### config.mk
export PLATFORM = sky130hd
export DESIGN_NAME = enigma_chan_mux
export DESIGN_NICKNAME = d
export VERILOG_FILES = /design/src/rtl/enigma_chan_mux_pkg.sv /design/src/rtl/enigma_rr_arbiter.sv /design/src/rtl/enigma_chan_mux.sv
export SDC_FILE = /design/constraint.sdc
export NUM_CORES = 1
export LEC_CHECK = 0
export ABC_CLOCK_PERIOD_IN_PS = 6500
export CORE_MARGIN = 2
export CORE_UTILIZATION = 31
export DETAILED_ROUTE_END_ITERATION = 16
export SYNTH_ARGS = -nofsm -noshare
export SYNTH_HDL_FRONTEND = slang
export SYNTH_HIERARCHICAL = 1
export SYNTH_SLANG_ARGS = --single-unit
### constraint.sdc
create_clock -name clk -period 6.5 [get_ports clk]
set_clock_uncertainty 0.15 [all_clocks]
set_input_delay 1.3 -clock clk [delete_from_list [all_inputs] [get_ports clk]]
set_output_delay 1.3 -clock clk [all_outputs]
set_load 0.01 [all_outputs]
### src/rtl/enigma_chan_mux_pkg.sv
// enigma_chan_mux_pkg: shared definitions for the enigma character channel mux.
//   mode_e        : selection mode encoding (static select / round-robin)
//   ENIGMA_CHAR_W : default character width of the datapath buses
//   wrap_add      : modular index addition used by the round-robin scan
//   wrap_next     : modular increment used for the round-robin pointer
package enigma_chan_mux_pkg;

   typedef enum logic {
      MODE_STATIC = 1'b0,
      MODE_RR     = 1'b1
   } mode_e;

   localparam int ENIGMA_CHAR_W = 8;

   // (base + off) mod n, valid for base < n and off < n
   function automatic int wrap_add(input int base, input int off, input int n);
      int sum_v;
      sum_v = base + off;
      if (sum_v >= n) begin
         sum_v = sum_v - n;
      end else begin
         sum_v = sum_v;
      end
      return sum_v;
   endfunction

   // (idx + 1) mod n, valid for idx < n
   function automatic int wrap_next(input int idx, input int n);
      int nxt_v;
      if (idx + 1 >= n) begin
         nxt_v = 0;
      end else begin
         nxt_v = idx + 1;
      end
      return nxt_v;
   endfunction

endpackage

### src/rtl/enigma_rr_arbiter.sv
// enigma_rr_arbiter: combinational round-robin arbiter.
// Scans req starting at rr_ptr, wrapping modulo N_CH, and grants the first
// requesting channel when enable is high.
//   req       in  N_CH  per-channel request
//   rr_ptr    in  CH_W  highest-priority channel for this decision
//   enable    in  1     grant permitted this cycle
//   grant     out N_CH  one-hot grant (all zero when nothing granted)
//   grant_idx out CH_W  encoded index of the granted channel
//   grant_any out 1     a grant was issued
module enigma_rr_arbiter
   import enigma_chan_mux_pkg::*;
#(
   parameter int N_CH = 4,
   parameter int CH_W = 2
) (
   input  logic [N_CH-1:0] req,
   input  logic [CH_W-1:0] rr_ptr,
   input  logic            enable,
   output logic [N_CH-1:0] grant,
   output logic [CH_W-1:0] grant_idx,
   output logic            grant_any
);

   // Priority scan from rr_ptr; the first hit wins and masks later hits.
   always_comb begin
      int idx_v;
      grant     = {N_CH{1'b0}};
      grant_idx = {CH_W{1'b0}};
      grant_any = 1'b0;
      idx_v     = 0;
      for (int k = 0; k < N_CH; k++) begin
         idx_v = wrap_add(int'(rr_ptr), k, N_CH);
         if (enable && !grant_any && req[idx_v]) begin
            grant[idx_v] = 1'b1;
            grant_idx    = CH_W'(idx_v);
            grant_any    = 1'b1;
         end else begin
            grant_any = grant_any;
         end
      end
   end

endmodule

### src/rtl/enigma_chan_mux.sv
// enigma_chan_mux: N-channel registered selector for (valid + character)
// buses feeding the rotor pipeline. Static select or round-robin mode,
// valid/ready per channel, one output register stage tagged with the
// source channel index.
//   clk       in  1            rising-edge clock
//   rst_n     in  1            synchronous active-low reset
//   mode      in  1            0 = static select via sel, 1 = round-robin
//   sel       in  CH_W         static-mode channel select
//   in_valid  in  N_CH         per-channel valid
//   in_data   in  N_CH*DATA_W  flattened data, channel i at [i*DATA_W +: DATA_W]
//   in_ready  out N_CH         per-channel accept, one-hot or zero
//   out_valid out 1            output register holds a character
//   out_data  out DATA_W       registered character
//   out_ch    out CH_W         source channel of out_data
//   out_ready in  1            downstream accept
module enigma_chan_mux
   import enigma_chan_mux_pkg::*;
#(
   parameter int N_CH   = 4,
   parameter int CH_W   = 2,
   parameter int DATA_W = ENIGMA_CHAR_W
) (
   input  logic                     clk,
   input  logic                     rst_n,
   input  logic                     mode,
   input  logic [CH_W-1:0]          sel,
   input  logic [N_CH-1:0]          in_valid,
   input  logic [N_CH*DATA_W-1:0]   in_data,
   output logic [N_CH-1:0]          in_ready,
   output logic                     out_valid,
   output logic [DATA_W-1:0]        out_data,
   output logic [CH_W-1:0]          out_ch,
   input  logic                     out_ready
);

   logic                load_en_s;
   logic                rr_en_s;
   logic [N_CH-1:0]     rr_oh_s;
   logic [CH_W-1:0]     rr_idx_s;
   logic                rr_any_s;
   logic [CH_W-1:0]     rr_next_s;
   logic [N_CH-1:0]     st_oh_s;
   logic [CH_W-1:0]     st_idx_s;
   logic                st_any_s;
   logic [N_CH-1:0]     gnt_oh_s;
   logic [CH_W-1:0]     gnt_idx_s;
   logic                gnt_any_s;
   logic [DATA_W-1:0]   gnt_data_s;

   logic                out_valid_r;
   logic [DATA_W-1:0]   out_data_r;
   logic [CH_W-1:0]     out_ch_r;
   logic [CH_W-1:0]     rr_ptr_r;

   // The register can take a new character when empty or being drained now;
   // this is the only path from out_ready to in_ready.
   assign load_en_s = !out_valid_r || out_ready;

   // Reset is folded into every grant enable so in_ready is low during reset.
   assign rr_en_s = rst_n && (mode == MODE_RR) && load_en_s;

   enigma_rr_arbiter #(
      .N_CH (N_CH),
      .CH_W (CH_W)
   ) u_rr_arb (
      .req       (in_valid),
      .rr_ptr    (rr_ptr_r),
      .enable    (rr_en_s),
      .grant     (rr_oh_s),
      .grant_idx (rr_idx_s),
      .grant_any (rr_any_s)
   );

   // Static-mode grant; matching sel against each legal index means an
   // out-of-range sel simply never matches.
   always_comb begin
      st_oh_s  = {N_CH{1'b0}};
      st_idx_s = {CH_W{1'b0}};
      st_any_s = 1'b0;
      for (int i = 0; i < N_CH; i++) begin
         if (rst_n && (mode == MODE_STATIC) && load_en_s &&
             (sel == CH_W'(i)) && in_valid[i]) begin
            st_oh_s[i] = 1'b1;
            st_idx_s   = CH_W'(i);
            st_any_s   = 1'b1;
         end else begin
            st_any_s = st_any_s;
         end
      end
   end

   // Pick the grant of the active mode.
   always_comb begin
      if (mode == MODE_RR) begin
         gnt_oh_s  = rr_oh_s;
         gnt_idx_s = rr_idx_s;
         gnt_any_s = rr_any_s;
      end else begin
         gnt_oh_s  = st_oh_s;
         gnt_idx_s = st_idx_s;
         gnt_any_s = st_any_s;
      end
   end

   // One-hot data select of the granted channel.
   always_comb begin
      gnt_data_s = {DATA_W{1'b0}};
      for (int i = 0; i < N_CH; i++) begin
         if (gnt_oh_s[i]) begin
            gnt_data_s = in_data[i*DATA_W +: DATA_W];
         end else begin
            gnt_data_s = gnt_data_s;
         end
      end
   end

   // Round-robin pointer moves just past the channel that won.
   assign rr_next_s = CH_W'(wrap_next(int'(rr_idx_s), N_CH));

   assign in_ready = gnt_oh_s;

   // Output register and round-robin pointer.
   always_ff @(posedge clk) begin
      if (!rst_n) begin
         out_valid_r <= 1'b0;
         out_data_r  <= {DATA_W{1'b0}};
         out_ch_r    <= {CH_W{1'b0}};
         rr_ptr_r    <= {CH_W{1'b0}};
      end else begin
         if (gnt_any_s) begin
            // Load wins over drain: back-to-back characters with no bubble.
            out_valid_r <= 1'b1;
            out_data_r  <= gnt_data_s;
            out_ch_r    <= gnt_idx_s;
         end else if (out_ready) begin
            // Drained with nothing new; data and channel keep their values.
            out_valid_r <= 1'b0;
         end else begin
            out_valid_r <= out_valid_r;
         end
         if (rr_any_s) begin
            rr_ptr_r <= rr_next_s;
         end else begin
            rr_ptr_r <= rr_ptr_r;
         end
      end
   end

   assign out_valid = out_valid_r;
   assign out_data  = out_data_r;
   assign out_ch    = out_ch_r;

endmodule

==> results.tsv <==
stage	metric	value	unit
outcome	status	completed	
detailed_routing	dr.first_iter.drc_count	95	
sta	max_freq	169	MHz
die	dieArea	5670	µm²
yosys	yosys-top-cells-count	inv_1, a21oi_1, dfxtp_1, a221o_1	
yosys	synth-edff-count	0	
yosys	ys_ff_latch	13	
final_layout	drive_gt1_frac	0.118	
yosys	synth_area_per_cell	8.43	µm²
global_route	grt_pass1_vias	1497	
setup_path	start_kind	input pin	
setup_path	crit_chain	clkdlybuf4s50_1 -> nand2b_1 -> and3_1 -> nor2b_1 -> a2bb2oi_2 -> and4b_1 -> a221o_1 -> a32oi_2 -> inv_2 -> clkdlybuf4s50_1	
detailed_routing	vias_per_cell	5.44	
placed_design	dp_hpwl	3.65	mm
clock_network	cts_tree	done	
die	die_h	75.3	µm
detailed_routing	vias	1655	
setup_path	critPathKind	input pin to output pin	
global_route	grt_usage	0.163	
final_layout	fin_nets	288	
yosys	syn_nets	237	
clock_network	cts_buffers	3	
setup_path	cp_max_fo	11	
hold_path	hp-class	flip-flop to flip-flop	
yosys	synth_top_cell_by_area	dfxtp_1	
setup_path	cp.required	5050	ps
sta	post-route-period-util	0.910	
die	pin_count	57	
yosys	synthFlopType	dfxtp_1	
setup_path	crit_slowest_cell	clkdlybuf4s50_1	
clock_network	root_buffer	clkbuf_8	
global_route	antenna_found_initial	0	
flow_run	maxCapViolCount	0	
final_layout	layoutNonFillerInstCount	304	
yosys	syn_inst	187	
sta	setup_viol	0	
power_and_ir_drop	p_per_area	139	nW/µm²
clock_network	post_cts.repair.setup_buffers	0	
clock_network	cts_hold_buffers	0	
yosys	ys_types	54	
placed_design	dp.cells	300	
yosys	yosysSeqAreaShare	0.165	
die	die_w	75.3	µm
yosys	yosysMostFrequentCell	inv_1	
sta	rsz0062_at_grt	false	
final_layout	syn2layout_area_growth	40.1	%
clock_network	cts.clk_slew.worst_paths	60	ps
sta	tns	0	ps
die	initial_core_util	0.327	
detailed_routing	drt-total-wl	4.71	mm
die	core	4820	µm²
clock_network	insertion_delay	240	ps
placed_design	portBuffers	56	
power_and_ir_drop	power.total	0.000306	W
placed_design	gp_congestion	0.810	
power_and_ir_drop	leakage	0.889	nW
clock_network	cts-resized-gates	0	
clock_network	numClockSinks	13	
final_layout	n_antenna_cell	0	
sta	slew_headroom	0.529	
final_layout	multi_input_area	1180	µm²
global_route	grt_overflow	0	
sta	hold_violations	0	
detailed_routing	ant_nets	0	
yosys	synth_area_leaders	dfxtp_1, a221o_1, ha_1, a221oi_1, mux2i_1	
setup_path	slowest_delay	520	ps
sta	min_period	5920	ps
yosys	async_flop_share	0	
sta	drv_slew	0	
global_route	grt_max_degree	19	
setup_path	worstSetupEndpointType	output pin	
yosys	ys_warn_count	6	
detailed_routing	wl_per_cell	15.5	µm
setup_path	arrival	4470	ps
final_layout	seqCellArea	260	µm²
sta	worstMarginPinSlew	706	ps
yosys	synth_area	1580	µm²
detailed_routing	dr.pass1.iters	4	
clock_network	clock_path_buffers	2	
power_and_ir_drop	vdd_ir_drop_max	76.1	µV
final_layout	nFillCells	507	
clock_network	cts_max_level	1	
die	core.rowCount	25	
setup_path	cp_common_cell	clkdlybuf4s50_1	
final_layout	post-route-util	0.458	
global_route	grt_pass1_wl	7.20	mm
detailed_routing	drc	0	
yosys	synth_top_area_frac	0.165	
## final timing paths
check	slack, ps	startpoint	cells after the start	end
max	580	out_ready	10	in_ready[3]
min	310	out_data[0]	2	out_data[0]
max reg2reg	2530	rr_ptr_r[0]	10	out_data[2]
min reg2reg	310	out_data[0]	2	out_data[0]
## power breakdown
group	switching, W	leakage, nW	total (W)	internal, W
clock	0.0000305	0.0228	0.0000738	0.0000433
combinational	0.0000653	0.759	0.000139	0.0000734
sequential	0.00000703	0.107	0.0000936	0.0000866
## critical path, delay by kind of cell
kind                   cells  cell delay, ps
buffers and inverters      3            1170
AO/OA/AOI/OAI              3             920
AND/OR/NAND/NOR            4            1090
## sequential cells by signal (all words and copies together), names as in the netlist
register	flops
out_ch	2
out_valid	1
out_data	8
rr_ptr_r	2
## area by class of cell
type / count / share of cell area
clock buffers: 4 / 0.0204
multi-input cells: 146 / 0.534
flip-flops and latches: 13 / 0.118
repair buffers: 59 / 0.264
inverters: 15 / 0.0255
well taps: 67 / 0.0380
## metal layers
layer	up-vias	GRT usage	wire length, µm
met3	2	0.0291	275
met4	0	0.0292	23
met1	765	0.216	2260
met5	-	0	0
li1	840	-	-
met2	48	0.279	2150
## cells by family (layout without fill, tap and decap cells)
family          count (synthesis)  in the layout  share of synthesized area
compound gates                 84             84                      0.436
fa+ha+maj                       8              8                     0.0635
buf+inv                        28             78                     0.0865
flops                          13             13                      0.165
mux                            12             12                     0.0873
simple gates                   42             42                      0.162
## layout by cell type (no fill, tap or decap), types with 2 or more instances in the layout
cell and count:
a21boi_0 9, a21o_1 9, a21oi_1 13, a221o_1 12
a221oi_1 8, a32o_2 4, and3_1 2, buf_4 3
clkbuf_8 3, clkdlybuf4s50_1 56, dfxtp_1 13, ha_1 8
inv_1 14, mux2_2 3, mux2i_1 7, nand2_1 8
nand2b_1 2, nand3_1 2, nand3b_1 2, nor2_1 8
nor2b_1 2, nor3_1 4, o211ai_2 2, o21ai_0 6
o221ai_1 8
## stage by stage
step,cell area (µm²),worst slack (ps),hold slack [ps]
finish,2210,582,311
global route,2210,373,339
CTS,2210,613,312
detailed placement,2160,631,303
global placement,2160,700,302
floorplan,1580,1340,336
Note: power is estimated with default switching activity, not from simulation.
